$ cat config.mk
export PLATFORM = sky130hd
export DESIGN_NAME = accum_8b
export DESIGN_NICKNAME = d
export VERILOG_FILES = /design/src/rtl/accum_8b.sv
export SDC_FILE = /design/constraint.sdc
export NUM_CORES = 1
export LEC_CHECK = 0
export BUFFER_PORTS_ARGS = -buffer_cell sky130_fd_sc_hd__buf_2
export CAP_MARGIN = 0
export CORE_MARGIN = 3
export CORE_UTILIZATION = 53
export CTS_CLUSTER_SIZE = 28
export DETAILED_ROUTE_END_ITERATION = 8
export PLACE_DENSITY = 0.82
export SYNTH_ARGS = -nofsm -noshare
export SYNTH_HDL_FRONTEND = slang
export SYNTH_SLANG_ARGS = --single-unit
$ cat constraint.sdc
create_clock -name clk -period 5.25 [get_ports clk]
set_clock_uncertainty 0.2 [all_clocks]
set_input_delay 0.7875 -clock clk [delete_from_list [all_inputs] [get_ports clk]]
set_output_delay 0.7875 -clock clk [all_outputs]
set_load 0.005 [all_outputs]
$ cat src/rtl/accum_8b.sv
// accum_8b: 8-bit sequential accumulator with IDLE/RUN/DONE control.
// Optional saturation on overflow: define ACCUM_8B_SATURATE_EN.
module accum_8b (
  input  logic       clk,
  input  logic       reset,
  input  logic [7:0] in0,
  input  logic [7:0] in1,
  input  logic       sel,
  input  logic       start,
  input  logic [3:0] count,
  output logic [7:0] sum,
  output logic       busy,
  output logic       done,
  output logic       ovf
);

  typedef enum logic [1:0] {
    IDLE = 2'd0,
    RUN  = 2'd1,
    DONE = 2'd2
  } state_t;

  state_t      state_q;
  logic [7:0]  acc_q;
  logic [7:0]  acc_d;
  logic [3:0]  rem_q;
  logic        busy_q;
  logic        done_q;
  logic        ovf_q;
  logic [7:0]  mux_out;
  logic [8:0]  add9;
  logic        carry;

  // operand select and 9-bit add; carry-out drives wrap or clamp
  always_comb begin
    mux_out = sel ? in1 : in0;
    add9    = {1'b0, acc_q} + {1'b0, mux_out};
    carry   = add9[8];
`ifdef ACCUM_8B_SATURATE_EN
    acc_d   = carry ? 8'hFF : add9[7:0];
`else
    acc_d   = add9[7:0];
`endif
  end

  // control FSM with registered status outputs and accumulator
  always_ff @(posedge clk) begin
    if (reset) begin
      state_q <= IDLE;
      acc_q   <= 8'd0;
      rem_q   <= 4'd0;
      ovf_q   <= 1'b0;
      busy_q  <= 1'b0;
      done_q  <= 1'b0;
    end else begin
      unique case (state_q)
        IDLE: begin
          busy_q <= 1'b0;
          done_q <= 1'b0;
          if (start) begin
            acc_q <= 8'd0;
            ovf_q <= 1'b0;
            rem_q <= count;
            if (count != 4'd0) begin
              state_q <= RUN;
              busy_q  <= 1'b1;
            end else begin
              state_q <= DONE;
              done_q  <= 1'b1;
            end
          end
        end
        RUN: begin
          acc_q <= acc_d;
          rem_q <= rem_q - 4'd1;
          if (carry) ovf_q <= 1'b1;
          if (rem_q == 4'd1) begin
            state_q <= DONE;
            busy_q  <= 1'b0;
            done_q  <= 1'b1;
          end
        end
        DONE: begin
          state_q <= IDLE;
          busy_q  <= 1'b0;
          done_q  <= 1'b0;
        end
        default: begin
          state_q <= IDLE;
          busy_q  <= 1'b0;
          done_q  <= 1'b0;
        end
      endcase
    end
  end

  assign sum  = acc_q;
  assign busy = busy_q;
  assign done = done_q;
  assign ovf  = ovf_q;

endmodule

==> out/metrics.cfg <==
[run_status]
outcome = complete, no violations

[cts]
clockBufferDepth = 2
worstSkewPairLatency_ns = 0.30
cts_tree = yes
post-cts-setup-buffers = 0
cts-root-buf = clkbuf_4
ctsHoldBuffers = 0
cts.sinks = 17
numCtsBuffers = 3
ctsResizeCount = 0
clk_pin_slew_ns = 0.12
ctsHtreeMaxLevel = 1

[timing]
hold_viol = 0
setup_viol = 0
drv_slew = 0
fin_setup_tns_ns = 0
min_period_ns = 2.79
fin_hold_ws_ns = 0.268
fmaxAchievable_ghz = 0.358
period_share = 0.531
tightest_slew_ns = 0.392
slew_headroom = 0.739
rsz0062_at_grt = no

[yosys]
async_flop_share = 0
synth_cells = 119
synth-seq-area-share = 0.311
synth_edf_count = 0
synth_top_area_frac = 0.311
synth.distinct_cells = 39
yosys-top-cells-count = 17 x dfxtp_1, 16 x nor2_1, 10 x a21oi_1, 10 x ha_1, 8 x mux2_2
synth-main-ff-cell = dfxtp_1
syn_area_per_cell_um2 = 9.20
syn_area_mm2 = 0.00109
yosysWarnings = 0
ys_seq_elements = 17
syn_nets = 154
synth.most_common_cell = dfxtp_1
synth_top_area_cell = dfxtp_1
synthTopCellsByArea = dfxtp_1 31%, ha_1 11%, mux2_2 8.2%, nor2_1 5.5%, a21oi_1 4.6%

[power]
leakage_nw = 0.614
power.density_mw_per_mm2 = 260
total_power_mw = 0.341
ir_drop_mv = 0.187

[place]
io_buffer_count = 34
place.gp.congestion = 0.816
dpl.hpwl_um = 1940

[drt]
drc = 0
vias = 1016
dr.pass1.iters = 5
wirelength_um = 2530
routedWlPerCell_um = 14.2
ant_nets = 0
drt_iter0_drc = 17
viasPerCell = 5.71

[die]
core_mm2 = 0.00184
fp.dieH_um = 51.5
die_w_um = 51.5
pin_count = 35
start_util = 0.595
die_area_mm2 = 0.00265
num_rows = 15

[worst_hold_path]
hold_path.class = flip-flop to flip-flop
hold-path-endpoint = busy
min_path_cells = 2
hold_start = busy

[finish]
layout-drive-gt1-share = 0.346
nets = 189
post-route-util = 0.711
fill_cells = 177
antenna_cells = 0
regArea_um2 = 340
area_growth_pct = 19.4
multi_input_area_um2 = 724

[worst_setup_path]
crit_start = sel
timing.rr.end = sum[6]
crit_fanout = 8
rr_startpoint = sum[0]
crit_required_ns = 5.26
reg2reg_slack_ns = 3.13
r2r.worst_path.cells = 7
arrival_ns = 2.80
worstSetupPathType = input port to flip-flop
crit_path_end_kind = flip-flop
critPathLaunchType = input port

[global_routing]
grt_pass1_wl_um = 3950
grt_usage = 0.193
overflow = 0
grt_pass1_vias = 935
grt_max_degree = 16
antenna_found_initial = 0

[job]
drv_cap = 0

-- power by group --
| part | switching [mW] | leakage [nW] | internal (mW) |
|---|---|---|---|
| combinational | 0.0557 | 0.461 | 0.0526 |
| sequential | 0.0142 | 0.139 | 0.142 |
| clock | 0.0474 | 0.0139 | 0.0290 |
-- final cells by class --
type / instances / share of cell area
clock buffer: 3 / 0.0172
clock inverter: 1 / 0.00574
inverter: 3 / 0.00861
multi-input combinational: 95 / 0.554
sequential: 17 / 0.260
tap: 25 / 0.0239
timing repair buffer: 34 / 0.130
-- cells in the final DEF (no fill, tap or decap), types with 2 or more instances in the layout --
cell type	n
buf_2	34
dfxtp_1	17
nor2_1	16
a21oi_1	10
ha_1	10
mux2_2	8
a22oi_1	5
a22o_1	4
xnor2_1	4
inv_1	3
a21oi_2	3
nand2_1	3
clkbuf_4	3
a21o_1	2
nand2b_1	2
o21ai_0	2
nor4_1	2
xor2_1	2
o211ai_1	2
-- worst max-delay path, cell delays in order --
cell and delay, ns:
buf_2 0.19, mux2_2 0.36, ha_1 0.23, fa_1 0.42
a21o_1 0.19, a21oi_2 0.19, o21ai_2 0.10, xor2_1 0.15
a22o_1 0.19
-- metal layers --
metal | global-route usage | share of wire
met5 | 0 | 0
met4 | 0.0655 | 0.025
met3 | 0.0262 | 0.043
met2 | 0.352 | 0.51
met1 | 0.228 | 0.43
-- logic make-up (layout without fill, tap and decap cells) --
group / after synthesis / after routing / share of synthesized area
xor+xnor: 6 / 6 / 0.0480
mux: 9 / 9 / 0.0914
fa+ha+maj: 11 / 11 / 0.133
simple gates: 31 / 31 / 0.142
flops: 17 / 17 / 0.311
compound gates: 38 / 38 / 0.248
buf+inv: 7 / 41 / 0.0274
-- registers in the layout, indices dropped and copies added, names as in the netlist --
name and cells:
rem_q 4, state_q 2, ovf 1, busy 1, done 1, sum 8
-- metrics by stage --
stage | area, um^2 | setup WS (ns) | std cells
2_1_floorplan | 1090 | 2.14 | 119
3_3_place_gp | 1280 | 2.20 | 174
4_1_cts | 1310 | 2.44 | 178
6_report | 1310 | 2.46 | 178
3_5_place_dp | 1280 | 2.12 | 174
5_1_grt | 1310 | 2.38 | 178
-- how the worst max path moves through the flow --
stage / to / cells past startpoint
after floorplan: sum[6] / 9
after global placement: sum[6] / 9
after detailed placement: sum[6] / 9
after CTS: sum[6] / 9
after global routing: sum[6] / 9
final: sum[6] / 9
(Power assumes the default switching activity.)
